### config.mk
export PLATFORM = sky130hd
export DESIGN_NAME = seq_divider_flat
export DESIGN_NICKNAME = d
export VERILOG_FILES = /design/src/rtl/seq_divider_pkg.sv /design/src/rtl/seq_divider_if.sv /design/src/rtl/seq_divider_sign_fix.sv /design/src/rtl/seq_divider.sv /design/src/flat_wrapper.sv
export SDC_FILE = /design/constraint.sdc
export NUM_CORES = 1
export LEC_CHECK = 0
export CAP_MARGIN = 25
export CORE_MARGIN = 1
export CORE_UTILIZATION = 50
export CTS_CLUSTER_SIZE = 14
export DETAILED_ROUTE_END_ITERATION = 10
export MAX_ROUTING_LAYER = met4
export PLACE_DENSITY = 0.74
export SLEW_MARGIN = 10
export SYNTH_ARGS = -nofsm -noshare
export SYNTH_HDL_FRONTEND = slang
export SYNTH_SLANG_ARGS = --single-unit
### constraint.sdc
create_clock -name clk -period 5.6 [get_ports clk]
set_input_delay 1.12 -clock clk [delete_from_list [all_inputs] [get_ports clk]]
set_output_delay 1.12 -clock clk [all_outputs]
set_load 0.1 [all_outputs]
### src/rtl/seq_divider_pkg.sv
// Shared types and constants for the sequential divider.
// Holds the FSM state encoding, default operand width and iteration counter width.
// Build option DIVU_EN (consumed by seq_divider_if / seq_divider) adds unsigned division.
package div_pkg;

    localparam int DIV_WIDTH = 32;
    localparam int CNT_W     = $clog2(DIV_WIDTH);

    typedef enum logic [2:0] {
        IDLE  = 3'd0,
        SETUP = 3'd1,
        RUN   = 3'd2,
        FIXUP = 3'd3,
        DONE  = 3'd4
    } div_state_t;

endpackage

### src/rtl/seq_divider_if.sv
// CPU <-> divider request/response bundle.
// Master is the control unit issuing start; slave is seq_divider answering with ready.
// DIVU_EN adds the unsigned_op request bit.
interface seq_divider_if
    import div_pkg::*;
#(
    parameter int WIDTH = DIV_WIDTH
) ();

    logic             start;
    logic [WIDTH-1:0] a;
    logic [WIDTH-1:0] b;
`ifdef DIVU_EN
    logic             unsigned_op;
`endif
    logic [WIDTH-1:0] hi;
    logic [WIDTH-1:0] lo;
    logic             ready;
    logic             div_zero;
    logic             busy;

`ifdef DIVU_EN
    modport master (output start, a, b, unsigned_op,
                    input  hi, lo, ready, div_zero, busy);
    modport slave  (input  start, a, b, unsigned_op,
                    output hi, lo, ready, div_zero, busy);
`else
    modport master (output start, a, b,
                    input  hi, lo, ready, div_zero, busy);
    modport slave  (input  start, a, b,
                    output hi, lo, ready, div_zero, busy);
`endif

endinterface

### src/rtl/seq_divider_sign_fix.sv
// Conditional two's-complement negator (magnitude extraction and result sign fix-up).
// Latency: combinational.
// Backpressure: none; pure function of its inputs.
module div_sign_fix
    import div_pkg::*;
#(
    parameter int WIDTH = DIV_WIDTH
) (
    input  logic [WIDTH-1:0] din,
    input  logic             neg,
    output logic [WIDTH-1:0] dout
);

    // The most negative value maps to itself, which is exactly what the
    // overflow case (MIN / -1) needs on the quotient path.
    assign dout = neg ? (~din + WIDTH'(1)) : din;

endmodule

### src/rtl/seq_divider.sv
// Radix-2 restoring divider: lo = quotient, hi = remainder; DIVU_EN adds unsigned_op.
// Latency: ready in cycle WIDTH+3 after the accepting edge, cycle 2 for a zero divisor.
// Backpressure: start is only sampled in IDLE; starts while busy are dropped.
module seq_divider
    import div_pkg::*;
#(
    parameter int WIDTH = DIV_WIDTH
) (
    input  logic         clk,
    input  logic         reset,
    seq_divider_if.slave bus
);

    div_state_t       state, next_state;
    logic [WIDTH-1:0] a_q;        // dividend, shifts out MSB-first, quotient shifts in
    logic [WIDTH-1:0] b_q;        // divisor, then its magnitude
    logic [WIDTH-1:0] rem_q;      // partial remainder
    logic [CNT_W-1:0] cnt;
    logic             q_neg;
    logic             r_neg;
    logic             zero_flag;
    logic [WIDTH-1:0] hi_q;
    logic [WIDTH-1:0] lo_q;
    logic             signed_op;

`ifdef DIVU_EN
    logic             uns_q;
    assign signed_op = ~uns_q;
`else
    assign signed_op = 1'b1;
`endif

    logic             a_sgn, b_sgn, in_setup;
    logic [WIDTH-1:0] fix0_out, fix1_in, fix1_out;
    logic             fix0_neg, fix1_neg;
    logic [WIDTH:0]   trial;
    logic             sub_ok;

    assign a_sgn    = signed_op & a_q[WIDTH-1];
    assign b_sgn    = signed_op & b_q[WIDTH-1];
    assign in_setup = (state == SETUP);

    // Two negators shared between SETUP (operand magnitudes) and FIXUP (results).
    assign fix0_neg = in_setup ? a_sgn : q_neg;
    assign fix1_in  = in_setup ? b_q   : rem_q;
    assign fix1_neg = in_setup ? b_sgn : r_neg;

    div_sign_fix #(.WIDTH(WIDTH)) u_fix_quo (.din(a_q),     .neg(fix0_neg), .dout(fix0_out));
    div_sign_fix #(.WIDTH(WIDTH)) u_fix_rem (.din(fix1_in), .neg(fix1_neg), .dout(fix1_out));

    // WIDTH+1-bit trial subtract; a non-negative result always fits in WIDTH bits.
    assign trial  = {rem_q, a_q[WIDTH-1]} - {1'b0, b_q};
    assign sub_ok = ~trial[WIDTH];

    // State register.
    always_ff @(posedge clk) begin
        if (reset) state <= IDLE;
        else       state <= next_state;
    end

    // Next-state decode and handshake outputs.
    always_comb begin
        next_state   = state;
        bus.ready    = 1'b0;
        bus.div_zero = 1'b0;
        bus.busy     = (state != IDLE);
        unique case (state)
            IDLE:    if (bus.start) next_state = SETUP;
            SETUP:   next_state = (b_q == '0) ? DONE : RUN;
            RUN:     if (cnt == CNT_W'(WIDTH - 1)) next_state = FIXUP;
            FIXUP:   next_state = DONE;
            DONE: begin
                bus.ready    = 1'b1;
                bus.div_zero = zero_flag;
                next_state   = IDLE;
            end
            default: next_state = IDLE;
        endcase
    end

    // Operand capture, iteration datapath and result registers.
    always_ff @(posedge clk) begin
        if (reset) begin
            a_q       <= '0;
            b_q       <= '0;
            rem_q     <= '0;
            cnt       <= '0;
            q_neg     <= 1'b0;
            r_neg     <= 1'b0;
            zero_flag <= 1'b0;
            hi_q      <= '0;
            lo_q      <= '0;
`ifdef DIVU_EN
            uns_q     <= 1'b0;
`endif
        end else begin
            unique case (state)
                IDLE: if (bus.start) begin
                    a_q       <= bus.a;
                    b_q       <= bus.b;
                    zero_flag <= 1'b0;
`ifdef DIVU_EN
                    uns_q     <= bus.unsigned_op;
`endif
                end
                SETUP: begin
                    if (b_q == '0) begin
                        zero_flag <= 1'b1;
                    end else begin
                        a_q   <= fix0_out;
                        b_q   <= fix1_out;
                        q_neg <= a_sgn ^ b_sgn;
                        r_neg <= a_sgn;
                        rem_q <= '0;
                        cnt   <= '0;
                    end
                end
                RUN: begin
                    rem_q <= sub_ok ? trial[WIDTH-1:0] : {rem_q[WIDTH-2:0], a_q[WIDTH-1]};
                    a_q   <= {a_q[WIDTH-2:0], sub_ok};
                    cnt   <= cnt + CNT_W'(1);
                end
                FIXUP: begin
                    lo_q <= fix0_out;
                    hi_q <= fix1_out;
                end
                default: ;
            endcase
        end
    end

    assign bus.hi = hi_q;
    assign bus.lo = lo_q;

endmodule

### src/flat_wrapper.sv
// flat-port wrapper written by rule: the top's interface ports become plain ports
module seq_divider_flat import div_pkg::*;
#(
    parameter int WIDTH = DIV_WIDTH
)
  (clk, reset, bus_start, bus_a, bus_b, bus_hi, bus_lo, bus_ready, bus_div_zero, bus_busy);
  seq_divider_if #(.WIDTH(WIDTH)) bus_i ();
  input  logic clk;
  input  logic reset;
  input wire logic [$bits(bus_i.start)-1:0] bus_start;
  input wire logic [$bits(bus_i.a)-1:0] bus_a;
  input wire logic [$bits(bus_i.b)-1:0] bus_b;
  output wire logic [$bits(bus_i.hi)-1:0] bus_hi;
  output wire logic [$bits(bus_i.lo)-1:0] bus_lo;
  output wire logic [$bits(bus_i.ready)-1:0] bus_ready;
  output wire logic [$bits(bus_i.div_zero)-1:0] bus_div_zero;
  output wire logic [$bits(bus_i.busy)-1:0] bus_busy;
  assign bus_i.start = bus_start;
  assign bus_i.a = bus_a;
  assign bus_i.b = bus_b;
  assign bus_hi = bus_i.hi;
  assign bus_lo = bus_i.lo;
  assign bus_ready = bus_i.ready;
  assign bus_div_zero = bus_i.div_zero;
  assign bus_busy = bus_i.busy;
  seq_divider #(.WIDTH(WIDTH)) u_core (.clk(clk), .reset(reset), .bus(bus_i));
endmodule
# Word-level counts from Yosys, hierarchy flattened
# Index checks and enable logic that the tools add are counted.
# op_classes
eq_ne	9
n_bitwise	5
n_reduce_logical	12
addsub	4
muxes	25
# ops
op	count
$mux W32	9
$pmux W32 S2	2
$pmux W32 S3	1
$add A32 B1 Y32 const B	2
$not A32 Y32	2
$sub A33 B32 Y33	1
$logic_not A32 Y1	1
$pmux W3 S4	1
$pmux W5 S2	1
$mux W3	3
$reduce_and A3 Y1	3
$eq A3 B2 Y1 const B	2
$mux W1	6
$ne A2 B2 Y1 const B	3
$reduce_and A2 Y1	3
$reduce_bool A3 Y1	2
$add A5 B1 Y5 const B	1
$eq A5 B5 Y1 const B	1
$mux W5	1
$reduce_bool A2 Y1	2
$eq A3 B1 Y1 const B	1
$eq A3 B3 Y1 const B	1
$logic_not A3 Y1	1
$ne A2 B1 Y1 const B	1
other kinds (3)	4
# totals
inputBits	67
out_inout_bits	67
elab_cells	65
ff_bits	171

# Longest topological paths before layout
# logic_depth
ltp_word	7
mapped_depth	16

# Modules after synthesis
# Synthesis repeated with hierarchy kept, for this count alone.
# hier_totals
cells_unflattened	1359
hier_area_um2	10909.2
# by_module_without_submodules
mod	area_per_inst_um2	cells_per_inst	instances
seq_divider	9355.2	1161	1
div_sign_fix	777.0	99	2

# Worst setup path after synthesis
# Ideal clock, no wire load.
# synth_path
kind	reg-to-output
startpoint	reg u_core.state[2]
endpoint	out bus_div_zero
stages_incl_launch_ff	4
setup_slack_ns	0.719
n_path_buf	1
t_arrival_ns	3.761
cell_sequence	dfxtp_1 clkbuf_1 nor3b_1 and2_1
# synth_between
elab_chain_len	2
# synth_rtl
item	line_no	source
start, declared	seq_divider.sv:14	div_state_t state, next_state;
start signal, assigned	seq_divider.sv:58	else state <= next_state;
$eq A3 B3 Y1	seq_divider.sv:67	unique case (state)
$mux W1	seq_divider.sv:67	
end, declared	flat_wrapper.sv:16	output wire logic [$bits(bus_i.div_zero)-1:0] bus_div_zero;
# No other way between the ends.

# Worst setup path after layout
# layout_path
startpoint	reg u_core.a_q[31]
endpoint	reg u_core.rem_q[0]
# layout_between
elab_chain_len	3
# layout_rtl
item	line_no	source
start, declared	seq_divider.sv:15	logic [WIDTH-1:0] a_q;
start signal, assigned	seq_divider.sv:99	a_q <= bus.a;
start signal, assigned	seq_divider.sv:110	a_q <= fix0_out;
start signal, assigned	seq_divider.sv:120	a_q <= {a_q[WIDTH-2:0], sub_ok};
$sub A33 B32 Y33	seq_divider.sv:52	assign trial = {rem_q, a_q[WIDTH-1]} - {1'b0, b_q};
$mux W32 *	seq_divider.sv:119	rem_q <= sub_ok ? trial[WIDTH-1:0] : {rem_q[WIDTH-2:0], a_q[WIDTH-1]};
$pmux W32 S2 *	seq_divider.sv:97	unique case (state)
end signal, assigned	seq_divider.sv:119	
end, declared	seq_divider.sv:17	logic [WIDTH-1:0] rem_q;
# Mark *: on every way between the ends. The rest lies on a longest branch, timed or not.
# A chain may end at the register's enable or synchronous reset.

==> results.py <==
metrics = {
    "floorplan": {
        "die_area_um2": 22300,
        "rows": 53,
        "start_util_pct": 51.3,
        "core_region_area_um2": 21200,
        "die_h_um": 149,
        "dieWidth_um": 149,
        "io_pins": 134,
    },
    "cts": {
        "cts_sinks": 171,
        "ctsLongestPathBuffers": 2,
        "cts_htree_levels": 4,
        "clock-root-buffer": "clkbuf_16",
        "postCtsHoldBufs": 0,
        "clk_latency_ps": 440,
        "clk_pin_slew_ps": 70,
        "cts_tree": "yes",
        "post_cts_buffers": 0,
        "ctsResizeCount": 0,
        "cts_buffers": 17,
    },
    "yosys": {
        "synth.most_common_cell": "nor2_1",
        "synth_edf_count": 0,
        "ys_top_cells_by_count": "nor2_1 (215), dfxtp_1 (171), nand2_1 (147), o21ai_0 (113), a21oi_1 (106)",
        "synth_ff_type": "dfxtp_1",
        "yosysWarningCount": 0,
        "yosysSeqAreaShare_pct": 31.6,
        "synth_area_leaders": "dfxtp_1 (32%), nor2_1 (7.4%), o21ai_0 (5.2%), nand2_1 (5.1%), a211oi_1 (5.1%)",
        "ys_types": 71,
        "ys_async_sr_fraction_pct": 0,
        "ys_ff_latch": 171,
        "synth_area_um2": 10800,
        "yosys.area.top_type": "dfxtp_1",
        "synth.net_count": 1547,
        "avgSynthCellArea_um2": 7.52,
        "netlist_instances": 1443,
        "synth_top_area_share_pct": 31.6,
    },
    "critical_path": {
        "crit_path_max_fanout": 15,
        "critPathRequiredTime_ps": 5960,
        "critical_path.max_stage_delay_ps": 680,
        "critPathSlowestCell": "a2111oi_0",
        "path_class": "flip-flop to flip-flop",
        "arrival_ps": 4760,
        "cp_cell_sequence": "clkinv_1 -> ha_1 -> inv_1 -> fa_1 -> a211o_1 -> a2111oi_0 -> o31ai_1 -> a211oi_1 -> nor2_1 -> o221ai_1 -> xnor2_2 -> buf_4 -> mux2_2 -> o21ai_0",
        "end_kind": "flip-flop",
        "start_kind": "flip-flop",
    },
    "sta": {
        "setup_viol": 0,
        "fmax_mhz": 228,
        "worstMarginPinSlew_ps": 1050,
        "setup_tns_ps": 0,
        "slew_violations": 0,
        "whs_ps": 462,
        "fin_skew_ps": 15.5,
        "slew_headroom_pct": 30.1,
        "period_share_pct": 78.5,
        "rsz0062_at_grt": "false",
        "fin_crit_ps": 4400,
        "finalHoldViolations": 0,
    },
    "flow_run": {
        "drv_cap": 0,
    },
    "worst_hold_path": {
        "worst_hold_path_type": "flip-flop to flip-flop",
    },
    "placed_design": {
        "dp.cells": 1762,
        "place_congestion": 0.950,
        "dp_hpwl_um": 22800,
        "placed_cell_area_um2": 12300,
        "port_buffers": 133,
    },
    "final_layout": {
        "drive_above_1_share_pct": 4.94,
        "final_cells": 1796,
        "area_growth_pct": 18.4,
        "nNetsFinal": 1610,
        "fin_util_pct": 60.7,
        "fin_area_um2": 12800,
    },
    "routing": {
        "drtAntennaViolNets": 0,
        "vias": 11100,
        "first_pass_iters": 5,
        "routedWlPerCell_um": 18.3,
        "route.detailed.drc": 0,
        "drtIter0Drc": 1003,
        "routed_via_density": 6.16,
        "wl_um": 32900,
    },
    "global_route": {
        "antenna_found_initial": 0,
        "grt_pass1_vias": 9894,
        "gr-total-overflow": 0,
        "grt_pass1_wl_um": 52000,
        "grt_usage_pct": 30.4,
        "grt_max_degree": 76,
    },
    "pwr": {
        "leakage_nw": 4.66,
        "ir_drop_mv": 0.172,
        "p_per_area_nw_per_um2": 272,
    },
    "run_status": {
        "status": "finished clean",
    },
}
[sequential cells by signal, summed over array words and instances (netlist names)]
| register | flops |
|---|---|
| u_core.a_q | 32 |
| u_core.b_q | 32 |
| u_core.bus.hi | 32 |
| u_core.bus.lo | 32 |
| u_core.rem_q | 32 |
| u_core.cnt | 5 |
| u_core.state | 3 |
| u_core.q_neg | 1 |
| u_core.r_neg | 1 |
| u_core.zero_flag | 1 |
[routing by layer]
metal,up-vias,share of wire (%),track usage (%)
met3,53,7.0,4.28
met5,-,0,-
met4,0,2.4,11.4
met2,422,43,44.7
met1,5253,47,42.0
li1,5344,-,-
[where the power goes]
group	switching, W	internal, W
sequential	0.0000874	0.00128
combinational	0.000621	0.000353
clock	0.000567	0.000585
[logic make-up after synthesis]
family	synth area share (%)
AOI/OAI and AO/OA	27.5
xor gates and xnor gates	7.02
adders and majority gates	4.34
buffers and inverters	5.28
DFF	31.6
muxes	3.91
and+or+nand+nor	20.4
[placed cells by master (no fill, tap or decap), types with 12 or more instances in the layout]
cell type,Yosys,routed
nor4_1,12,12
nor3_1,32,32
inv_1,42,42
a31oi_1,18,18
a22oi_1,23,23
xor2_1,40,40
dfxtp_1,171,171
a221oi_1,18,18
mux2i_1,39,39
buf_4,0,18
ha_1,36,36
xnor2_1,47,46
o21ai_0,113,112
clkbuf_16,0,17
nand2_1,147,147
clkdlybuf4s50_1,0,132
a21oi_1,106,105
a211oi_1,73,73
nand3_1,20,20
nor2_1,215,213
o31ai_1,13,13
a21o_1,14,14
[path summary, 6_finish.rpt]
kind / start / cells after the start / endpoint / slack, ps
setup / recovery: u_core.a_q[31] / 14 / u_core.rem_q[0] / 1200
hold / removal: u_core.bus.hi[6] / 2 / u_core.bus.hi[6] / 460
hold reg to reg: u_core.bus.hi[6] / 2 / u_core.bus.hi[6] / 460
setup reg to reg: u_core.a_q[31] / 14 / u_core.rem_q[0] / 1200
[area by class of cell]
class | instances | area [um2]
fillers | 1957 | 8310
multi-input cells | 1122 | 6900
flip-flops and latches | 171 | 3420
repair buffers | 150 | 1460
clock buffers | 18 | 429
well taps | 275 | 344
inverters | 44 | 165
clock inverters | 14 | 129
diodes | 2 | 5.00
[per-stage QoR]
stage	power, W	setup slack [ps]
6_report	0.00349	1200
5_1_grt	0.00365	867
4_1_cts	0.00349	1180
3_5_place_dp	0.00235	1230
3_3_place_gp	0.00234	1400
2_1_floorplan	0.00208	719
[critical path: cells and delay by family, from the launching register on]
kind,cells,cell delay [ps]
xor gates and xnor gates,1,150
muxes,1,370
buffers and inverters,3,600
AOI/OAI and AO/OA,6,2030
adders and majority gates,2,600
and+or+nand+nor,1,90
DFF,1,470
(Power assumes the default switching activity.)
